===== config.mk =====
export PLATFORM = sky130hd
export DESIGN_NAME = id_ex_stage
export DESIGN_NICKNAME = d
export VERILOG_FILES = /design/src/rtl/id_ex_stage_pkg.sv /design/src/rtl/id_ex_stage_imm_gen.sv /design/src/rtl/id_ex_stage.sv
export SDC_FILE = /design/constraint.sdc
export NUM_CORES = 1
export LEC_CHECK = 0
export CAP_MARGIN = 20
export CORE_MARGIN = 2
export CORE_UTILIZATION = 40
export CTS_CLUSTER_SIZE = 20
export DETAILED_ROUTE_END_ITERATION = 12
export HOLD_SLACK_MARGIN = 0.02
export PLACE_DENSITY = 0.79
export SLEW_MARGIN = 15
export SYNTH_ARGS = -nofsm -noshare
export SYNTH_HDL_FRONTEND = slang
export SYNTH_SLANG_ARGS = --single-unit

===== constraint.sdc =====
create_clock -name clk -period 2.05 [get_ports clk]
set_input_delay 0.205 -clock clk [delete_from_list [all_inputs] [get_ports clk]]
set_output_delay 0.205 -clock clk [all_outputs]
set_load 0.05 [all_outputs]

===== src/rtl/id_ex_stage_pkg.sv =====
// rtl/id_ex_stage_pkg.sv - RV32I decode constants, control bundle and opcode classifier
package id_ex_stage_pkg;

    localparam int XLEN   = 32;
    localparam int REG_AW = 5;

    localparam logic [6:0] OP_LUI    = 7'b0110111;
    localparam logic [6:0] OP_AUIPC  = 7'b0010111;
    localparam logic [6:0] OP_JAL    = 7'b1101111;
    localparam logic [6:0] OP_JALR   = 7'b1100111;
    localparam logic [6:0] OP_BRANCH = 7'b1100011;
    localparam logic [6:0] OP_LOAD   = 7'b0000011;
    localparam logic [6:0] OP_STORE  = 7'b0100011;
    localparam logic [6:0] OP_IMM    = 7'b0010011;
    localparam logic [6:0] OP_OP     = 7'b0110011;

    localparam logic [1:0] FWD_REG   = 2'b00;
    localparam logic [1:0] FWD_EXMEM = 2'b01;
    localparam logic [1:0] FWD_MEMWB = 2'b10;

    typedef struct packed {
        logic legal;
        logic uses_rs1;
        logic uses_rs2;
        logic reg_write;
        logic mem_read;
        logic mem_write;
    } ctrl_t;

    function automatic ctrl_t decode_ctrl(input logic [6:0] opcode);
        ctrl_t c;
        c = '0;
        case (opcode)
            OP_LUI, OP_AUIPC, OP_JAL: begin
                c.legal = 1'b1; c.reg_write = 1'b1;
            end
            OP_JALR, OP_IMM: begin
                c.legal = 1'b1; c.uses_rs1 = 1'b1; c.reg_write = 1'b1;
            end
            OP_LOAD: begin
                c.legal = 1'b1; c.uses_rs1 = 1'b1; c.reg_write = 1'b1; c.mem_read = 1'b1;
            end
            OP_OP: begin
                c.legal = 1'b1; c.uses_rs1 = 1'b1; c.uses_rs2 = 1'b1; c.reg_write = 1'b1;
            end
            OP_BRANCH: begin
                c.legal = 1'b1; c.uses_rs1 = 1'b1; c.uses_rs2 = 1'b1;
            end
            OP_STORE: begin
                c.legal = 1'b1; c.uses_rs1 = 1'b1; c.uses_rs2 = 1'b1; c.mem_write = 1'b1;
            end
            default: c = '0;
        endcase
        return c;
    endfunction

endpackage


===== src/rtl/id_ex_stage_imm_gen.sv =====
// rtl/id_ex_stage_imm_gen.sv - combinational RV32I immediate generator
module id_ex_stage_imm_gen
    import id_ex_stage_pkg::*;
(
    input  logic [31:0] instr,
    output logic [31:0] imm
);

    always_comb begin
        imm = '0;
        case (instr[6:0])
            OP_JALR, OP_LOAD, OP_IMM:
                imm = {{20{instr[31]}}, instr[31:20]};
            OP_STORE:
                imm = {{20{instr[31]}}, instr[31:25], instr[11:7]};
            OP_BRANCH:
                imm = {{19{instr[31]}}, instr[31], instr[7], instr[30:25], instr[11:8], 1'b0};
            OP_LUI, OP_AUIPC:
                imm = {instr[31:12], 12'b0};
            OP_JAL:
                imm = {{11{instr[31]}}, instr[31], instr[19:12], instr[20], instr[30:21], 1'b0};
            default:
                imm = '0;
        endcase
    end

endmodule


===== src/rtl/id_ex_stage.sv =====
// rtl/id_ex_stage.sv - RV32I decode, load-use hazard detect and ID/EX pipeline register
module id_ex_stage
    import id_ex_stage_pkg::*;
#(
    parameter int DATA_WIDTH = XLEN,
    parameter int REGS_WIDTH = REG_AW
) (
    input  logic                  clk,
    input  logic                  rst,
    input  logic                  cpu_en,
    input  logic                  if_id_valid,
    input  logic [31:0]           if_id_pc,
    input  logic [31:0]           if_id_instr,
    output logic [REGS_WIDTH-1:0] rs1_address,
    output logic [REGS_WIDTH-1:0] rs2_address,
    input  logic [DATA_WIDTH-1:0] rs1_data,
    input  logic [DATA_WIDTH-1:0] rs2_data,
    input  logic                  ex_flush,
    input  logic [REGS_WIDTH-1:0] mem_rd,
    input  logic                  mem_reg_write,
    output logic                  id_stall,
    output logic                  ex_valid,
    output logic [31:0]           ex_pc,
    output logic [DATA_WIDTH-1:0] ex_rs1_data,
    output logic [DATA_WIDTH-1:0] ex_rs2_data,
    output logic [31:0]           ex_imm,
    output logic [REGS_WIDTH-1:0] ex_rd,
    output logic [2:0]            ex_funct3,
    output logic                  ex_funct7b5,
    output logic [6:0]            ex_opcode,
    output logic                  ex_reg_write,
    output logic                  ex_mem_read,
    output logic                  ex_mem_write,
    output logic [1:0]            ex_fwd_a,
    output logic [1:0]            ex_fwd_b,
    output logic                  ex_illegal
);

    ctrl_t                  ctrl;
    logic [31:0]            imm;
    logic [REGS_WIDTH-1:0]  rd;
    logic                   hit_rs1;
    logic                   hit_rs2;
    logic                   load_bubble;
    logic                   illegal_capture;
    logic [1:0]             fwd_a;
    logic [1:0]             fwd_b;

    assign ctrl        = decode_ctrl(if_id_instr[6:0]);
    assign rd          = if_id_instr[11:7];
    assign rs1_address = if_id_instr[19:15];
    assign rs2_address = if_id_instr[24:20];

    id_ex_stage_imm_gen u_imm_gen (
        .instr (if_id_instr),
        .imm   (imm)
    );

    assign hit_rs1  = ctrl.uses_rs1 && (ex_rd == rs1_address);
    assign hit_rs2  = ctrl.uses_rs2 && (ex_rd == rs2_address);
    assign id_stall = if_id_valid && ex_valid && ex_mem_read && (ex_rd != '0)
                      && (hit_rs1 || hit_rs2) && !ex_flush;

    assign load_bubble     = ex_flush || id_stall || !if_id_valid || !ctrl.legal;
    assign illegal_capture = if_id_valid && !ex_flush && !ctrl.legal;

    // Select is for the next cycle: today's EX becomes EX/MEM, today's EX/MEM becomes MEM/WB.
    function automatic logic [1:0] fwd_sel(input logic used, input logic [REGS_WIDTH-1:0] src);
        if (!used || src == '0)
            return FWD_REG;
        else if (ex_valid && ex_reg_write && !ex_mem_read && ex_rd == src)
            return FWD_EXMEM;
        else if (mem_reg_write && mem_rd == src)
            return FWD_MEMWB;
        else
            return FWD_REG;
    endfunction

    assign fwd_a = fwd_sel(ctrl.uses_rs1, rs1_address);
    assign fwd_b = fwd_sel(ctrl.uses_rs2, rs2_address);

    always_ff @(posedge clk) begin
        if (rst || (cpu_en && load_bubble)) begin
            ex_valid     <= 1'b0;
            ex_pc        <= '0;
            ex_rs1_data  <= '0;
            ex_rs2_data  <= '0;
            ex_imm       <= '0;
            ex_rd        <= '0;
            ex_funct3    <= '0;
            ex_funct7b5  <= 1'b0;
            ex_opcode    <= '0;
            ex_reg_write <= 1'b0;
            ex_mem_read  <= 1'b0;
            ex_mem_write <= 1'b0;
            ex_fwd_a     <= FWD_REG;
            ex_fwd_b     <= FWD_REG;
            ex_illegal   <= rst ? 1'b0 : illegal_capture;
        end else if (cpu_en) begin
            ex_valid     <= 1'b1;
            ex_pc        <= if_id_pc;
            ex_rs1_data  <= rs1_data;
            ex_rs2_data  <= rs2_data;
            ex_imm       <= imm;
            ex_rd        <= rd;
            ex_funct3    <= if_id_instr[14:12];
            ex_funct7b5  <= if_id_instr[30];
            ex_opcode    <= if_id_instr[6:0];
            ex_reg_write <= ctrl.reg_write && (rd != '0);
            ex_mem_read  <= ctrl.mem_read;
            ex_mem_write <= ctrl.mem_write;
            ex_fwd_a     <= fwd_a;
            ex_fwd_b     <= fwd_b;
            ex_illegal   <= 1'b0;
        end
    end

endmodule


Yosys cells after proc, flatten, opt, wreduce, memory -nomap -nowiden. Index checks and enable logic that the tools add are counted. W data, S select, Z words.

Equal/unequal tests: 13. Multiplexer cells: 16. Reductions and logical operators: 41.

Operators with widths (count): $pmux W32 S5 (1); $eq A7 B6 Y1 const B (3); $eq A7 B7 Y1 const B (3); $eq A5 B5 Y1 (4); $logic_and A1 B1 Y1 (17); $eq A7 B5 Y1 const B (2); $mux W2 (6); $logic_not A5 Y1 (2); $reduce_bool A5 Y1 (2); $mux W1 (9); $reduce_or A9 Y1 (1); $eq A7 B2 Y1 const B (1); $logic_or A1 B1 Y1 (7); $reduce_or A7 Y1 (1); $logic_not A1 Y1 (6); $reduce_or A3 Y1 (2); $reduce_or A6 Y1 (1); $reduce_bool A2 Y1 (1); $reduce_or A2 Y1 (1).

Register bits after elaboration: 153. Bits of input ports: 139. Output and inout bits: 164. Logic and storage cells: 85.

Logic depth before layout (Yosys ltp). Gate-level depths: netlist of the first run.

Word-level depth: 13. Gate-level depth with buffers: 9.

Cells and area by module. Synthesis of the first run repeated with hierarchy kept, for this count alone.

Cell total of the unflattened synthesis: 510. Area total of the unflattened synthesis: 5846.9 µm².

By module, submodules not included: id_ex_stage (instances 1, cells each 437, area an instance 5265.0 µm², sequential area each 3072.9 µm²); id_ex_stage_imm_gen (instances 1, cells each 73, area an instance 581.8 µm², sequential area each 0.0 µm²).

Worst setup path before layout of the first run. OpenSTA, ideal clock, no wires.

Kind: register to output. From: reg ex_rd[1]. To: out id_stall. Arrival time: 2.174 ns. Setup slack: -0.329 ns. Stages on the path, launching flop included: 7. Cells stage by stage: dfxtp_1 > xnor2_1 > nand3_1 > nor3_1 > o21ai_2 > buf_2 > nor2_1.

Longest elaborated chain between the ends: 5. Elaborated cells on any way between the ends: 9.

RTL lines: from (decl) (line id_ex_stage.sv:27) `output logic [REGS_WIDTH-1:0] ex_rd,`; from (signal assigned) (line id_ex_stage.sv:105) `ex_rd <= rd;`; $eq A5 B5 Y1 (on tied branches) (line id_ex_stage.sv:59, id_ex_stage.sv:60); $logic_and A1 B1 Y1 (on tied branches) (line id_ex_stage.sv:59, id_ex_stage.sv:60); $logic_or A1 B1 Y1 (line id_ex_stage.sv:62) `&& (hit_rs1 || hit_rs2) && !ex_flush;`; $logic_and A1 B1 Y1 * (2 in a row) (line id_ex_stage.sv:62); to (decl) (line id_ex_stage.sv:21) `output logic id_stall,`.

Mark *: on every way between the ends. The rest lies on a longest branch, timed or not.

Worst setup path after layout of the first run.
From: reg ex_rd[2]. To: out id_stall.

The elaborated chain is that of the path after synthesis.

==> reports/metrics.cfg, run 1 <==
[critical_path]
cpPeakStageDelay_ns=0.32
crit_chain=buf_4 -> xnor2_2 -> nand2_2 -> nor3_2 -> buf_4 -> o21ai_4 -> nor2_4 -> buf_12
ff2ff_setup_slack_ns=0.07
cp_top_family=buffers and inverters
crit_required_ns=1.85
arrival_ns=1.87
r2r_end=ex_rs2_data[1]
rr_worst_depth=9
slowest_stage=dfxtp_2
start_kind=flip-flop
crit_path_frequent_cell=buf_4
cp_num_buf_inv=3
path_class=reg -> out
critPathMaxFanout=4
r2r-start=ex_rd[2]
end_kind=output pin

[power_and_ir_drop]
leakagePower_nw=3.656
power_w=0.006944
p_per_area_mw_per_mm2=680.5
vdd_drop_max_mv=0.5254

[timing]
setup_viol=1
fin_setup_tns_ns=-0.02247
fmax_mhz=482.5
period_needed_ns=2.072
finalWorstSetupSlack_ns=-0.02247
slew_viol_final=0
maxSlewHeadroom_pct=42.11
fin_worst_skew_ns=0.006113
hold_viol=0
rsz0062_at_grt=yes
worst_slew_pin_slew_ns=0.8652
finalCritPeriodShare_pct=101.1

[global_routing]
grt_pass1_wl_um=31940
grt_pass1_vias=6022
grt_overflow_total=0
grt_usage_pct=25.22
grt_max_degree=80
antenna_found_initial=0

[die]
design.core.area_mm2=0.01459
start_util_pct=41.22
die-area_mm2=0.01603
rows=44
io_pins=303
die_h_um=126.6
die_w_um=126.6

[placed_design]
hpwl_um=14970
port_buffers=302
gp_congestion=0.9295
post_dp_cell_area_mm2=0.009371
dp_slack_ns=-0.2787

[cells_and_area]
drive_above_1_share_pct=18.16
nFillCells=1026
fin_util_pct=69.95
syn_to_final_growth_pct=69.70
seqCellArea_mm2=0.003079
diodes=0
multi_input_comb_area_mm2=0.002660
nets=1007
final_area_mm2=0.01020

[hold_path]
worstHoldPathCells=2
whs_endpoint=ex_opcode[3]
min_from=if_id_instr[3]
min_path_type=in -> reg

[drt]
firstDrtPassIters=5
wl_um=21410
wl_met1_um=8230
drtIter0Drc=390
antenna_left=0
num_vias=6056
met3_length_um=1985
vias_per_cell=5.686
drc=0
top_layer_used=met4
wl_per_cell_um=20.10
met2_length_um=10670

[clock_network]
cts_tree=built
clk_pin_slew_worst_paths_ns=0.06
cts_htree_levels=4
holdBufCountCts=0
cts-root-buf=clkbuf_16
cts_sinks=153
cts_buffers=17
clockBufferDepth=2
clk_latency_ns=0.42

[status]
status=finished, violations left
violations=setup timing

[yosys]
yosys.area.top_type=dfxtp_1
netlist_area_mm2=0.006013
ys_types=46
ys_top_cells_by_area=dfxtp_1 (51%), a32o_1 (18%), o31ai_2 (4.6%)
yosys_most_used_dff=dfxtp_1
synth_cells=552
synth_edf_count=1
avgSynthCellArea_um2=10.89
synth_top_area_share_pct=50.60
ys.warnings.count=0
async_flop_share_pct=0
ys_seq_area_share_pct=51.10
syn-num-nets=691
ys_ff_latch=153

[run]
cap_viol_max_count=0

## Yosys cell counts (5+ instances only)
cell / n
dfxtp_1: 152
a32o_1: 110
nand2_1: 52
clkbuf_1: 29
a21oi_1: 22
o31ai_2: 22
buf_4: 17
nor2_1: 17
buf_2: 16
xnor2_1: 15
nand3_1: 14
o21ai_0: 12
nor3_1: 7
a22oi_1: 6
o31ai_1: 6
xor2_1: 5
## routing by layer
layer	vias to the layer above	GRT usage (%)
met5	-	0
met4	0	10.15
met3	40	8.393
met2	320	43.32
met1	2934	28.88
li1	2762	-
## what timing repair did
item,CTS,global route
setup endpoints to repair,1,64
cloned,0,1
gates resized for setup,9,13
endpoints found under the hold margin,0,0
pin swaps,7,11
buffers inserted,9,2
## worst max-delay path by stage
stage / endpoint / slack (ns) / cells past startpoint / start
4_1_cts: id_stall / -0.05 / 6 / ex_rd[2]
6_report: id_stall / -0.02 / 8 / ex_rd[2]
5_1_grt: id_stall / -0.07 / 8 / ex_rd[2]
2_1_floorplan: id_stall / 0.1 / 6 / ex_rd[1]
3_5_place_dp: ex_rs1_data[22] / -0.28 / 8 / if_id_instr[3]
3_3_place_gp: id_stall / -0.20 / 8 / if_id_instr[6]
## power by group
part	internal, W	leakage [nW]	total (W)	switching (W)
combinational	0.000368	2.11	0.000675	0.000307
clock	0.00204	0.312	0.00328	0.00124
sequential	0.00299	1.24	0.00299	0.00000551
## cells by family after synthesis
family	count (synthesis)	synth area share [%]
AOI/OAI and AO/OA	195	30.30
xor gates and xnor gates	20	2.913
buffers and inverters	69	6.617
DFF	153	51.10
and+or+nand+nor	115	9.072
## registers in the layout, summed over array words and instances, names as in the netlist, 2 cells and up
| name | cells |
|---|---|
| ex_imm | 32 |
| ex_pc | 32 |
| ex_rs1_data | 32 |
| ex_rs2_data | 32 |
| ex_opcode | 7 |
| ex_rd | 5 |
| ex_funct3 | 3 |
| ex_fwd_a | 2 |
| ex_fwd_b | 2 |
## metrics by stage
step,hold slack [ns],cells
after detailed placement,0.4489,1023
after floorplan,0.3559,552
final,0.2080,1065
after global placement,0.4398,1023
after CTS,0.3795,1063
after global routing,0.2233,1065
## worst reg2reg max path: cells and delay by family, from the launching register on
family	cells	cell delay, ns
compound gates	2	0.33
xor+xnor	1	0.19
buf+inv	4	0.73
flops	1	0.32
simple gates	2	0.30
## area by class of cell
type | count | area share (%)
inverter | 1 | 0.03678
tap | 184 | 2.256
timing repair buffer | 365 | 35.31
clock inverter | 8 | 1.030
multi-input combinational | 330 | 26.07
sequential | 153 | 30.17
clock buffer | 24 | 5.125
## placed cells by master (no fill, tap or decap), types with 3 or more instances in the layout
master | netlist | final
dfxtp_1 | 152 | 147
xor2_1 | 5 | 5
buf_12 | 2 | 7
and2_1 | 4 | 4
clkbuf_16 | 0 | 19
nand2_1 | 52 | 51
o21ai_0 | 12 | 12
a21oi_1 | 22 | 22
clkdlybuf4s50_1 | 0 | 288
nor3_1 | 7 | 5
nand2b_1 | 3 | 3
a22oi_1 | 6 | 6
nor2_1 | 17 | 12
a22o_1 | 4 | 4
a32o_1 | 110 | 110
nor2_2 | 0 | 3
nand3b_1 | 3 | 3
o31ai_2 | 22 | 22
clkbuf_8 | 0 | 5
buf_4 | 17 | 64
o31ai_1 | 6 | 6
xnor2_1 | 15 | 11
dfxtp_2 | 0 | 5
nand3_1 | 14 | 12
xnor2_2 | 0 | 3
No activity file was read; power rests on OpenSTA's default activity.
==> run 2, diff against run 1 <==
==> constraint.sdc (replaced) <==
create_clock -name clk -period 2.05 [get_ports clk]
set_input_delay 0.205 -clock clk [delete_from_list [all_inputs] [get_ports clk]]
set_output_delay 0.205 -clock clk [all_outputs]
set_load 0.1 [all_outputs]
==> reports/metrics.cfg, run 2 (synthesis gave the netlist of run 1 again) <==
[status]
status=finished, violations left  ; unchanged
violations=setup timing  ; unchanged

[power_and_ir_drop]
p_comb_share_pct=11.5  ; was 9.7%
vdd_drop_max_mv=0.5901  ; was 0.5254 mV
p_per_area_mw_per_mm2=680.1  ; was 680.5 mW/mm^2
clkPwrFrac_pct=44.1  ; was 47.2%
leakagePower_nw=3.952  ; was 3.656 nW
internal_power_w=0.005097  ; was 0.005392 W
switchingPower_w=0.001617  ; was 0.001552 W
seq_power_share_pct=44.5  ; was 43.1%
swShare_pct=24.08  ; was 22.35%

[cells_and_area]
diodes=0  ; unchanged
final_cell_mix=buf_4 (204), dfxtp_1 (145), clkdlybuf4s50_1 (138)  ; was clkdlybuf4s50_1 (288), dfxtp_1 (147), a32o_1 (110)
final_area_mm2=0.009871  ; was 0.01020 mm^2
syn_to_final_growth_pct=64.15  ; was 69.70%
final_common_cell=buf_4  ; was clkdlybuf4s50_1
drive_above_1_share_pct=34.89  ; was 18.16%
nets=1006  ; was 1007

[critical_path]
path_class=reg -> out  ; unchanged
arrival_ns=1.89  ; was 1.87 ns
crit_required_ns=1.85  ; about the same
start_kind=flip-flop  ; unchanged
critPathMaxFanout=2  ; was 4
end_kind=output pin  ; unchanged

[global_routing]
grt_pass1_vias=5964  ; was 6022
antenna_found_initial=0  ; unchanged
grt_overflow_total=0  ; unchanged
grt_pass1_wl_um=31230  ; was 31940 um
grt_max_degree=67  ; was 80
grt_usage_pct=24.59  ; was 25.22%

[timing]
period_needed_ns=2.096  ; was 2.072 ns
setup_viol=1  ; unchanged
fmax_mhz=477.0  ; was 482.5 MHz
fin_worst_skew_ns=0.007160  ; was 0.006113 ns
maxSlewHeadroom_pct=65.83  ; was 42.11%
hold_viol=0  ; unchanged
rsz0062_at_grt=yes  ; unchanged
fin_setup_tns_ns=-0.04645  ; was -0.02247 ns
finalWorstSetupSlack_ns=-0.04645  ; was -0.02247 ns
hold_ws_ns=0.4017  ; was 0.2080 ns
finalCritPeriodShare_pct=102.3  ; was 101.1%
worst_slew_pin_slew_ns=0.5071  ; was 0.8652 ns
slew_viol_final=0  ; unchanged

[clock_network]
clockBufferDepth=2  ; unchanged
clk_pin_slew_worst_paths_ns=0.06  ; about the same
cts_htree_levels=4  ; unchanged
cts_sinks=153  ; unchanged
cts_tree=built  ; unchanged
clk_latency_ns=0.42  ; about the same
cts-root-buf=clkbuf_16  ; unchanged
cts_buffers=17  ; unchanged

[drt]
wl_per_cell_um=19.27  ; was 20.10 um
num_vias=5934  ; was 6056
antenna_left=0  ; unchanged
drc=0  ; unchanged
vias_per_cell=5.577  ; was 5.686
firstDrtPassIters=7  ; was 5
drtIter0Drc=401  ; was 390
wl_um=20510  ; was 21410 um

[placed_design]
hpwl_um=14990  ; was 14970 um
port_buffers=302  ; unchanged
post_dp_cell_area_mm2=0.009211  ; was 0.009371 mm^2
gp_congestion=0.8950  ; was 0.9295
dp_slack_ns=-0.2668  ; was -0.2787 ns

[die]
io_pins=303  ; unchanged
rows=44  ; unchanged
die_h_um=126.6  ; unchanged
start_util_pct=41.22  ; unchanged
die-area_mm2=0.01603  ; unchanged
design.core.area_mm2=0.01459  ; unchanged
die_w_um=126.6  ; unchanged

[hold_path]
min_path_type=in -> reg  ; unchanged

[run]
cap_viol_max_count=0  ; unchanged

[run 2: final cells by class]
class / instances / area (um^2)
Tap cell: 184 / 230.2
Timing Repair Buffer: 364 / 3357
Fill cell: 1084 / 4718
Inverter: 1 / 3.754
Sequential cell: 153 / 3094
Clock inverter: 11 / 96.34
Multi-Input combinational cell: 330 / 2629
Clock buffer: 21 / 460.4
[run 2: worst max-delay path: stages, from the launching register on]
cell and delay, ns:
dfxtp_4 0.34, or4_4 0.53, o2111ai_2 0.19, nor2_2 0.08, o21ai_4 0.11, nor2_4 0.06
buf_12 0.16
[run 2: final timing paths]
path,cells after the start,slack (ns),endpoint,start
worst max-delay path,6,-0.05,id_stall,ex_rd[0]
worst min-delay path,2,0.40,ex_rs1_data[5],rs1_data[5]
worst max register to register,7,0.03,ex_pc[14],ex_rd[0]
worst min register to register,2,0.45,ex_imm[6],ex_imm[6]
[run 2: what timing repair did]
action / 4_1_cts / 5_1_grt
setup endpoints to repair: 1 / 41
hold buffers: 0 / 0
buffers inserted: 1 / 1
cloned: 0 / 1
pin swaps: 1 / 2
resized for setup: 4 / 8
[run 2: metrics by stage]
stage | total power, W | std cells | util (%)
after floorplan | 0.003361 | 552 | -
after global placement | 0.003795 | 1029 | 63.14
after detailed placement | 0.003808 | 1029 | 63.14
after CTS | 0.006751 | 1062 | 67.11
after global routing | 0.006942 | 1064 | 67.66
final | 0.006713 | 1064 | 67.66
[run 2: power by group through the flow]
stage	clock (W)	combinational (W)	sequential, W
5_1_grt	0.00315	0.000807	0.00298
4_1_cts	0.00301	0.000761	0.00298
2_1_floorplan	0	0.000240	0.00312
6_report	0.00296	0.000771	0.00298
3_3_place_gp	0	0.000745	0.00305
3_5_place_dp	0	0.000757	0.00305
[run 2: routing by layer]
layer | global-route usage [%] | share of wire, % | wire, um | vias to the layer above
met5 | 0 | 0 | 0 | -
met3 | 9.616 | 9.4 | 1924 | 55
met2 | 41.43 | 50 | 10170 | 280
met1 | 27.91 | 38 | 7729 | 2840
li1 | - | - | - | 2759
met4 | 10.02 | 3.3 | 686 | 0
